[config.mk]
export PLATFORM = sky130hd
export DESIGN_NAME = video_fetch_scheduler_flat
export DESIGN_NICKNAME = d
export VERILOG_FILES = /design/src/rtl/video_fetch_scheduler_if.sv /design/src/rtl/video_fetch_scheduler.sv /design/src/flat_wrapper.sv
export SDC_FILE = /design/constraint.sdc
export NUM_CORES = 1
export LEC_CHECK = 0
export BUFFER_PORTS_ARGS = -buffer_cell sky130_fd_sc_hd__buf_4
export CAP_MARGIN = 20
export CORE_ASPECT_RATIO = 1.5
export CORE_MARGIN = 10
export CORE_UTILIZATION = 52
export DETAILED_ROUTE_END_ITERATION = 12
export PLACE_DENSITY_LB_ADDON = 0.05
export SLEW_MARGIN = 15
export SYNTH_ARGS = -nofsm -noshare
export SYNTH_HDL_FRONTEND = slang
export SYNTH_SLANG_ARGS = --single-unit
[constraint.sdc]
create_clock -name clk -period 3.1 [get_ports clk]
set_clock_uncertainty 0.2 [all_clocks]
set_input_delay 0.155 -clock clk [delete_from_list [all_inputs] [get_ports clk]]
set_output_delay 0.155 -clock clk [all_outputs]
set_load 0.005 [all_outputs]
[src/rtl/video_fetch_scheduler_if.sv]
// Single-word read port shared by the video fetch scheduler and system memory.
interface video_fetch_scheduler_if #(
  parameter int ADDR_W = 22
);
  logic              mem_req;
  logic [ADDR_W-1:0] mem_addr;
  logic [2:0]        mem_src;
  logic              mem_ack;

  modport master (output mem_req, mem_addr, mem_src, input mem_ack);
  modport slave  (input mem_req, mem_addr, mem_src, output mem_ack);
endinterface

[src/rtl/video_fetch_scheduler.sv]
// Arbitrates the memory read port between ICA/DCA control fetches and the two
// pixel-plane FIFOs; one outstanding access, flags control fetch window overruns.
module video_fetch_scheduler #(
  parameter int ADDR_W    = 22,
  parameter int LEVEL_W   = 5,
  parameter int LOW_WATER = 8,
  parameter int ICA_WORDS = 8,
  parameter int DCA_WORDS = 4
) (
  input  logic                   clk,
  input  logic                   reset_n,
  input  logic                   new_frame,
  input  logic                   new_line,
  input  logic                   hblank,
  input  logic                   vblank,
  input  logic                   plane_a_en,
  input  logic                   plane_b_en,
  input  logic                   dca_en,
  input  logic [ADDR_W-1:0]      vsr_a,
  input  logic [ADDR_W-1:0]      vsr_b,
  input  logic [ADDR_W-1:0]      ica_base,
  input  logic [ADDR_W-1:0]      dca_base,
  input  logic [LEVEL_W-1:0]     a_level,
  input  logic [LEVEL_W-1:0]     b_level,
  video_fetch_scheduler_if.master mem,
  output logic                   ica_overrun,
  output logic                   dca_overrun
);
  localparam int ICW = $clog2(ICA_WORDS + 1);
  localparam int DCW = $clog2(DCA_WORDS + 1);

  typedef enum logic {ST_IDLE, ST_REQ} state_t;
  typedef enum logic [2:0] {
    SRC_NONE = 3'd0, SRC_A = 3'd1, SRC_B = 3'd2, SRC_ICA = 3'd3, SRC_DCA = 3'd4
  } src_t;

  state_t            state_q, state_d;
  src_t              src_q, src_d, grant;
  logic [ADDR_W-1:0] addr_a_q, addr_a_d, addr_b_q, addr_b_d;
  logic [ADDR_W-1:0] addr_ica_q, addr_ica_d, addr_dca_q, addr_dca_d;
  logic [ADDR_W-1:0] mem_addr_q, mem_addr_d, sel_ptr;
  logic [ICW-1:0]    ica_left_q, ica_left_d;
  logic [DCW-1:0]    dca_left_q, dca_left_d;
  logic              rr_b_q, rr_b_d;
  logic              ica_ovr_q, ica_ovr_d, dca_ovr_q, dca_ovr_d;
  logic              hblank_q, vblank_q;
  logic              elig_a, elig_b;

  always_comb begin
    state_d    = state_q;
    src_d      = src_q;
    addr_a_d   = addr_a_q;
    addr_b_d   = addr_b_q;
    addr_ica_d = addr_ica_q;
    addr_dca_d = addr_dca_q;
    mem_addr_d = mem_addr_q;
    ica_left_d = ica_left_q;
    dca_left_d = dca_left_q;
    rr_b_d     = rr_b_q;
    ica_ovr_d  = ica_ovr_q;
    dca_ovr_d  = dca_ovr_q;
    sel_ptr    = '0;

    elig_a = plane_a_en && (a_level < LEVEL_W'(LOW_WATER));
    elig_b = plane_b_en && (b_level < LEVEL_W'(LOW_WATER));
    grant  = SRC_NONE;
    if ((ica_left_q != '0) && vblank)                grant = SRC_ICA;
    else if ((dca_left_q != '0) && hblank && !vblank) grant = SRC_DCA;
    else if (elig_a && (!elig_b || !rr_b_q))         grant = SRC_A;
    else if (elig_b)                                 grant = SRC_B;

    case (grant)
      SRC_A:   sel_ptr = addr_a_q;
      SRC_B:   sel_ptr = addr_b_q;
      SRC_ICA: sel_ptr = addr_ica_q;
      SRC_DCA: sel_ptr = addr_dca_q;
      default: sel_ptr = '0;
    endcase

    case (state_q)
      ST_IDLE: begin
        if (grant != SRC_NONE) begin
          state_d    = ST_REQ;
          src_d      = grant;
          mem_addr_d = {sel_ptr[ADDR_W-1:1], 1'b0};
          if (grant == SRC_A) rr_b_d = 1'b1;
          if (grant == SRC_B) rr_b_d = 1'b0;
        end
      end
      ST_REQ: begin
        if (mem.mem_ack) begin
          state_d = ST_IDLE;
          src_d   = SRC_NONE;
          case (src_q)
            SRC_A:   addr_a_d   = addr_a_q + ADDR_W'(2);
            SRC_B:   addr_b_d   = addr_b_q + ADDR_W'(2);
            SRC_ICA: begin
              addr_ica_d = addr_ica_q + ADDR_W'(2);
              if (ica_left_q != '0) ica_left_d = ica_left_q - ICW'(1);
            end
            SRC_DCA: begin
              addr_dca_d = addr_dca_q + ADDR_W'(2);
              if (dca_left_q != '0) dca_left_d = dca_left_q - DCW'(1);
            end
            default: ;
          endcase
        end
      end
      default: state_d = ST_IDLE;
    endcase

    // Window close, then frame/line reloads, so reloads override any ack update.
    if (hblank_q && !hblank && (dca_left_q != '0)) begin
      dca_ovr_d  = 1'b1;
      dca_left_d = '0;
    end
    if (vblank_q && !vblank && (ica_left_q != '0)) begin
      ica_ovr_d  = 1'b1;
      ica_left_d = '0;
    end
    if (new_frame) begin
      addr_a_d   = vsr_a;
      addr_b_d   = vsr_b;
      addr_ica_d = ica_base;
      addr_dca_d = dca_base;
      ica_left_d = ICW'(ICA_WORDS);
      ica_ovr_d  = 1'b0;
      dca_ovr_d  = 1'b0;
    end
    if (new_line) dca_left_d = (dca_en && !vblank) ? DCW'(DCA_WORDS) : '0;
  end

  always_ff @(posedge clk or negedge reset_n) begin
    if (!reset_n) begin
      state_q    <= ST_IDLE;
      src_q      <= SRC_NONE;
      addr_a_q   <= '0;
      addr_b_q   <= '0;
      addr_ica_q <= '0;
      addr_dca_q <= '0;
      mem_addr_q <= '0;
      ica_left_q <= '0;
      dca_left_q <= '0;
      rr_b_q     <= 1'b0;
      ica_ovr_q  <= 1'b0;
      dca_ovr_q  <= 1'b0;
      hblank_q   <= 1'b0;
      vblank_q   <= 1'b0;
    end else begin
      state_q    <= state_d;
      src_q      <= src_d;
      addr_a_q   <= addr_a_d;
      addr_b_q   <= addr_b_d;
      addr_ica_q <= addr_ica_d;
      addr_dca_q <= addr_dca_d;
      mem_addr_q <= mem_addr_d;
      ica_left_q <= ica_left_d;
      dca_left_q <= dca_left_d;
      rr_b_q     <= rr_b_d;
      ica_ovr_q  <= ica_ovr_d;
      dca_ovr_q  <= dca_ovr_d;
      hblank_q   <= hblank;
      vblank_q   <= vblank;
    end
  end

  assign mem.mem_req  = (state_q == ST_REQ);
  assign mem.mem_addr = mem_addr_q;
  assign mem.mem_src  = src_q;
  assign ica_overrun  = ica_ovr_q;
  assign dca_overrun  = dca_ovr_q;
endmodule

[src/flat_wrapper.sv]
// flat-port wrapper written by rule: the top's interface ports become plain ports
module video_fetch_scheduler_flat 
#(
  parameter int ADDR_W    = 22,
  parameter int LEVEL_W   = 5,
  parameter int LOW_WATER = 8,
  parameter int ICA_WORDS = 8,
  parameter int DCA_WORDS = 4
)
  (clk, reset_n, new_frame, new_line, hblank, vblank, plane_a_en, plane_b_en, dca_en, vsr_a, vsr_b, ica_base, dca_base, a_level, b_level, ica_overrun, dca_overrun, mem_mem_req, mem_mem_addr, mem_mem_src, mem_mem_ack);
  video_fetch_scheduler_if #(.ADDR_W(ADDR_W)) mem_i ();
  input  logic clk;
  input  logic reset_n;
  input  logic new_frame;
  input  logic new_line;
  input  logic hblank;
  input  logic vblank;
  input  logic plane_a_en;
  input  logic plane_b_en;
  input  logic dca_en;
  input  logic [ADDR_W-1:0] vsr_a;
  input  logic [ADDR_W-1:0] vsr_b;
  input  logic [ADDR_W-1:0] ica_base;
  input  logic [ADDR_W-1:0] dca_base;
  input  logic [LEVEL_W-1:0] a_level;
  input  logic [LEVEL_W-1:0] b_level;
  output logic ica_overrun;
  output logic dca_overrun;
  output wire logic [$bits(mem_i.mem_req)-1:0] mem_mem_req;
  output wire logic [$bits(mem_i.mem_addr)-1:0] mem_mem_addr;
  output wire logic [$bits(mem_i.mem_src)-1:0] mem_mem_src;
  input wire logic [$bits(mem_i.mem_ack)-1:0] mem_mem_ack;
  assign mem_mem_req = mem_i.mem_req;
  assign mem_mem_addr = mem_i.mem_addr;
  assign mem_mem_src = mem_i.mem_src;
  assign mem_i.mem_ack = mem_mem_ack;
  video_fetch_scheduler #(.ADDR_W(ADDR_W), .LEVEL_W(LEVEL_W), .LOW_WATER(LOW_WATER), .ICA_WORDS(ICA_WORDS), .DCA_WORDS(DCA_WORDS)) u_core (.clk(clk), .reset_n(reset_n), .new_frame(new_frame), .new_line(new_line), .hblank(hblank), .vblank(vblank), .plane_a_en(plane_a_en), .plane_b_en(plane_b_en), .dca_en(dca_en), .vsr_a(vsr_a), .vsr_b(vsr_b), .ica_base(ica_base), .dca_base(dca_base), .a_level(a_level), .b_level(b_level), .mem(mem_i), .ica_overrun(ica_overrun), .dca_overrun(dca_overrun));
endmodule
# == Word level (Yosys, flattened, before mapping) ==
# Cells that the tools add are included.
# word_totals
ff_bits,125
input_bits,108
output_inout_bits,28
elab_cells,124
# op_classes
add_sub_neg,6
order_cmp,2
n_eq_ne,10
mux,46
bitwise_logic,1
reduce_logical,45
# ops
cell,n
$mux W22,16
$add A22 B2 Y22 const B,4
$pmux W22 S4,1
$mux W3,12
$reduce_bool A3 Y1,10
$mux W4,6
$reduce_bool A2 Y1,9
$reduce_and A3 Y1,5
$eq A3 B2 Y1 const B,4
$logic_and A1 B1 Y1,11
$lt A5 B4 Y1 const B,2
$mux W1,8
$reduce_and A4 Y1,2
$eq A3 B1 Y1 const B,2
$eq A3 B3 Y1 const B,2
$pmux W3 S2,1
$logic_not A1 Y1,4
$reduce_and A2 Y1,2
$reduce_bool A4 Y1,1
$sub A4 B1 Y4 const B,1
$sub A3 B1 Y3 const B,1
$mux W2,1
$ne A2 B1 Y1 const B,1
$ne A2 B2 Y1 const B,1
3 further kinds,3

# == Depth between registers and ports, before layout ==
# logic_depth
ltp_word,11
ltp_mapped,9
ltp_nobuf,7

# == Worst setup path after synthesis ==
# OpenSTA, ideal clock, no wires.
# synth_path
path_kind,register to register
from,register u_core.dca_left_q[0]
to,register u_core.mem_addr_q[12] (netlist: u_core.mem.mem_addr[12])
setup_time_ns,0.140
t_arrival_ns,2.112
required_time_ns,2.760
setup_slack_ns,0.648
stages_incl_launch_ff,9
path_buffers,1
period_less_slack_ns,2.452
path_cell_list,dfrtp_1 -> inv_1 -> ha_1 -> ha_1 -> nor3b_1 -> a21oi_2 -> a31oi_1 -> buf_2 -> a41oi_1
# synth_via
elab_chain_len,7
elab_cells_between_ends,12
classes_between,eq/ne: 4; mux: 3; reduce/logical: 5
# synth_rtl
item,line,text
from (decl),video_fetch_scheduler.sv:43,"logic [DCW-1:0] dca_left_q, dca_left_d;"
from (signal assigned),video_fetch_scheduler.sv:158,dca_left_q <= dca_left_d;
$reduce_bool A3 Y1 *,video_fetch_scheduler.sv:68,else if ((dca_left_q != '0) && hblank && !vblank) grant = SRC_DCA;
$logic_and A1 B1 Y1 * (2 in a row),video_fetch_scheduler.sv:68,
$mux W3 *,video_fetch_scheduler.sv:68,
$mux W3 *,video_fetch_scheduler.sv:67,if ((ica_left_q != '0) && vblank) grant = SRC_ICA;
$eq A3 B3 Y1 (tied with other cells),video_fetch_scheduler.sv:72,case (grant)
$pmux W22 S4 or $reduce_and A2 Y1 (tied branches),-,
to (signal assigned),video_fetch_scheduler.sv:156,mem_addr_q <= mem_addr_d;
to (decl),video_fetch_scheduler.sv:41,"logic [ADDR_W-1:0] mem_addr_q, mem_addr_d, sel_ptr;"
# Mark *: on every way between the ends. The rest lies on a longest branch, timed or not.
# A chain may end at the register's enable or synchronous reset.

# == Worst setup path after layout ==
# layout_path
from,register u_core.ica_left_q[0]
to,register u_core.mem_addr_q[4] (netlist: u_core.mem.mem_addr[4])
# layout_via
elab_chain_len,5
elab_cells_between_ends,10
classes_between,eq/ne: 4; mux: 2; reduce/logical: 4
# layout_rtl
item,line,text
from (decl),video_fetch_scheduler.sv:42,"logic [ICW-1:0] ica_left_q, ica_left_d;"
from (signal assigned),video_fetch_scheduler.sv:157,ica_left_q <= ica_left_d;
$reduce_bool A4 Y1 *,video_fetch_scheduler.sv:67,
$logic_and A1 B1 Y1 *,video_fetch_scheduler.sv:67,
$mux W3 *,video_fetch_scheduler.sv:67,
$eq A3 B3 Y1 (tied with other cells),video_fetch_scheduler.sv:72,
$pmux W22 S4 or $reduce_and A2 Y1 (tied branches),-,
# Marked as above.

==> metrics.txt <==
Final Hold Fails=0; top cell type's share of synthesized area=42.6%; capture instance of the worst register-to-register path=u_core.mem.mem_addr[4]$_DFFE_PN0P_; DRC Markers=0; Sequential Area=3030 um^2; Reg2Reg Depth=6; register bit total from synthesis=121; layout-stage area growth over the synthesis result=36.4%; post-route setup TNS=0 ns; CTS root buf=sky130_fd_sc_hd__clkbuf_16; worst reg-to-reg setup slack=0.36 ns; total area of multi-input combinational cells=3750 um^2; number of CTS-inserted buffers=17; number of buffers and inverters on the critical path=1; Synth area leaders=sky130_fd_sc_hd__dfrtp_1 (43%), sky130_fd_sc_hd__nand3_1 (5.6%), sky130_fd_sc_hd__nand2_1 (4.2%); # fillers=1057; Worst Hold End=u_core.rr_b_q$_DFFE_PN0P_; largest net degree at the start of global routing=89; Util after Layout=72.0%; Antenna Nets Post-Route=0; cell depth of the worst min-delay path=4; total standard cell area after synthesis=7100 um^2; vias in the first global route=7704; power per cell area=578 nW/um^2; total die area=18800 um^2; Net count, final=1125; Clock H-tree levels=4; measured slew at the worst slew-check pin=0.940 ns; cell type contributing the most total cell area after synthesis=sky130_fd_sc_hd__dfrtp_1; floorplan row count=52; average via count per standard cell=6.25; initial DRC count=577; Req. time, crit path=3.12 ns; share of synthesized registers carrying an async set or reset=100%; number of setup buffers added after CTS=0; top cells by count, synth=sky130_fd_sc_hd__dfrtp_1 (121), sky130_fd_sc_hd__nand2_1 (80), sky130_fd_sc_hd__nand3_1 (79), sky130_fd_sc_hd__nor2_1 (51), sky130_fd_sc_hd__o21ai_0 (51); final count of pins violating max slew=0; global-route wire length before repair=39100 um; number of sinks driven by the clock tree=121; y dimension of the die=163 um; Arr. time, crit path=2.76 ns; boundary pin count=136; CTS resizes=0; primary flip-flop cell chosen by synthesis mapping=sky130_fd_sc_hd__dfrtp_1; cts hold-fix bufs=92; CTS Buffer Depth=2; final worst setup slack=0.362 ns; HP Class=in -> reg; post-layout power=5610 uW; setup repair after global routing missed its margin=no; CTS tree=yes; cell count after synthesis=812; crit-path max cell delay=0.54 ns; share of the cycle needed by the critical path after routing=88.3%; number of distinct library cell variants in the gate-level netlist after synthesis=61; final weighted congestion of routability-driven global placement=0.907; endpoint kind of the worst setup timing path=flip-flop; initial core utilization=52.7%; vias=7408; area of the core=13500 um^2; Worst-path clk slew=0.06 ns; element type at the critical path start=flip-flop; cell-by-cell listing of the critical path=inv_1, ha_1, or3b_1, and2_1, a22oi_1, a41oi_1; YS warnings=0; proportion of layout cells with a drive suffix above 1=19.1%; count of buffers inserted at the top-level ports=124; clock latency reported for the late side of the worst-skew pair=0.41 ns; final setup violation count=0; startpoint of the lowest-slack hold path=b_level[4]; initial antenna violation count=1; DIE WIDTH=115 um; half-perimeter wire length after detailed placement=16900 um; slowest stage cell, crit path=sky130_fd_sc_hd__or3b_1; outcome=complete, no violations; cell with the most instances after synthesis=sky130_fd_sc_hd__dfrtp_1; number of enable flip-flop cells after synthesis=0; CP Max Fanout=23; mean instance size in the synthesized netlist=8.75 um^2; Seq/Total Area, Yosys=42.6%; crit path time final=2.74 ns; gate family responsible for the most delay along the worst path=simple AND/OR/NAND/NOR gates; routed wire length per instance=20.3 um; sum of overflow across all layers after global routing=0; syn nets=928; wirelength, routed=24100 um; Setup WS pre-CTS=0.311 ns; normalized max-slew margin=37.3%; total track usage=26.0%; maximum resistive drop on vdd=0.397 mV; Max Freq=365 MHz; leak pwr=0.00391 uW; worst flop-to-flop path startpoint=u_core.ica_left_q[0]$_DFFE_PN0P_; kind of critical path=reg -> reg; MaxCap Viol Count=0; first-pass detailed-route iteration total=5
==> state kept, by name, summed over array words and instances, names as in the netlist, 3 cells and up <==
signal and flops:
u_core.addr_a_q 21, u_core.addr_b_q 21, u_core.addr_dca_q 21, u_core.addr_ica_q 21
u_core.mem.mem_addr 21, u_core.ica_left_q 4, u_core.dca_left_q 3, u_core.mem.mem_src 3
==> cell usage in the layout (no fill, tap or decap), types with 23 or more instances in the layout <==
master,count
sky130_fd_sc_hd__a31oi_1,32
sky130_fd_sc_hd__nor3_1,35
sky130_fd_sc_hd__or4_1,28
sky130_fd_sc_hd__buf_4,144
sky130_fd_sc_hd__a22oi_1,23
sky130_fd_sc_hd__nand4_1,28
sky130_fd_sc_hd__nand2_1,80
sky130_fd_sc_hd__nor2_1,51
sky130_fd_sc_hd__dfrtp_1,121
sky130_fd_sc_hd__nand3_1,79
sky130_fd_sc_hd__o21ai_0,51
sky130_fd_sc_hd__dlygate4sd3_1,92
==> how the worst max path moves through the flow <==
stage / startpoint / end / slack, ns / cells past startpoint
2_1_floorplan: u_core.dca_left_q[0]$_DFFE_PN0P_ / u_core.mem.mem_addr[12]$_DFFE_PN0P_ / 0.65 / 8
3_3_place_gp: u_core.dca_left_q[0]$_DFFE_PN0P_ / u_core.mem.mem_addr[17]$_DFFE_PN0P_ / 0.43 / 7
3_5_place_dp: u_core.ica_left_q[0]$_DFFE_PN0P_ / u_core.mem.mem_addr[10]$_DFFE_PN0P_ / 0.31 / 6
4_1_cts: u_core.ica_left_q[0]$_DFFE_PN0P_ / u_core.mem.mem_addr[4]$_DFFE_PN0P_ / 0.25 / 6
5_1_grt: u_core.ica_left_q[0]$_DFFE_PN0P_ / u_core.mem.mem_addr[7]$_DFFE_PN0P_ / 0.24 / 6
6_report: u_core.ica_left_q[0]$_DFFE_PN0P_ / u_core.mem.mem_addr[4]$_DFFE_PN0P_ / 0.36 / 6
==> stage by stage <==
stage	hold WS, ns	instances	cell area [um^2]
CTS	0.0307	1184	9680
global placement	0.0761	1060	8140
global route	0.0931	1185	9690
finish	0.0773	1185	9690
floorplan	-0.341	812	7100
detailed placement	0.0753	1060	8140
==> routing by layer <==
layer / vias up / GRT usage, % / wire length (um)
met1: 3557 / 30.2 / 9370
met4: 0 / 14.9 / 1210
li1: 3454 / - / -
met3: 79 / 4.70 / 1300
met5: - / 0 / 0
met2: 318 / 43.8 / 12200
==> power breakdown <==
group	internal, uW	switching (uW)	total, uW
Sequential	1850	323	2180
Combinational	678	673	1350
Clock	1280	796	2080
Total	3810	1790	5610
==> worst min-delay path: stages <==
cell	delay, ns
sky130_fd_sc_hd__buf_4	0.08
sky130_fd_sc_hd__or3b_2	0.16
sky130_fd_sc_hd__nor2_1	0.08
sky130_fd_sc_hd__a31oi_1	0.16
==> cells by family after synthesis <==
| group | synth area share [%] |
|---|---|
| XOR/XNOR | 4.56 |
| multiplexers | 1.29 |
| buffers and inverters | 4.79 |
| adder cells (fa/ha/maj) | 1.41 |
| flip-flops | 42.6 |
| AND/OR/NAND/NOR | 28.2 |
| other | 0.0528 |
| AO/OA/AOI/OAI | 17.1 |
==> cell type report <==
class	instances	area share, %
Antenna cell	1	0.0258
Clock buffer	17	4.39
Clock inverter	15	1.96
Inverter	23	0.891
Multi-Input combinational cell	610	38.7
Sequential cell	121	31.2
Tap cell	162	2.09
Timing Repair Buffer	236	20.7
Note: power is estimated with default switching activity, not from simulation.
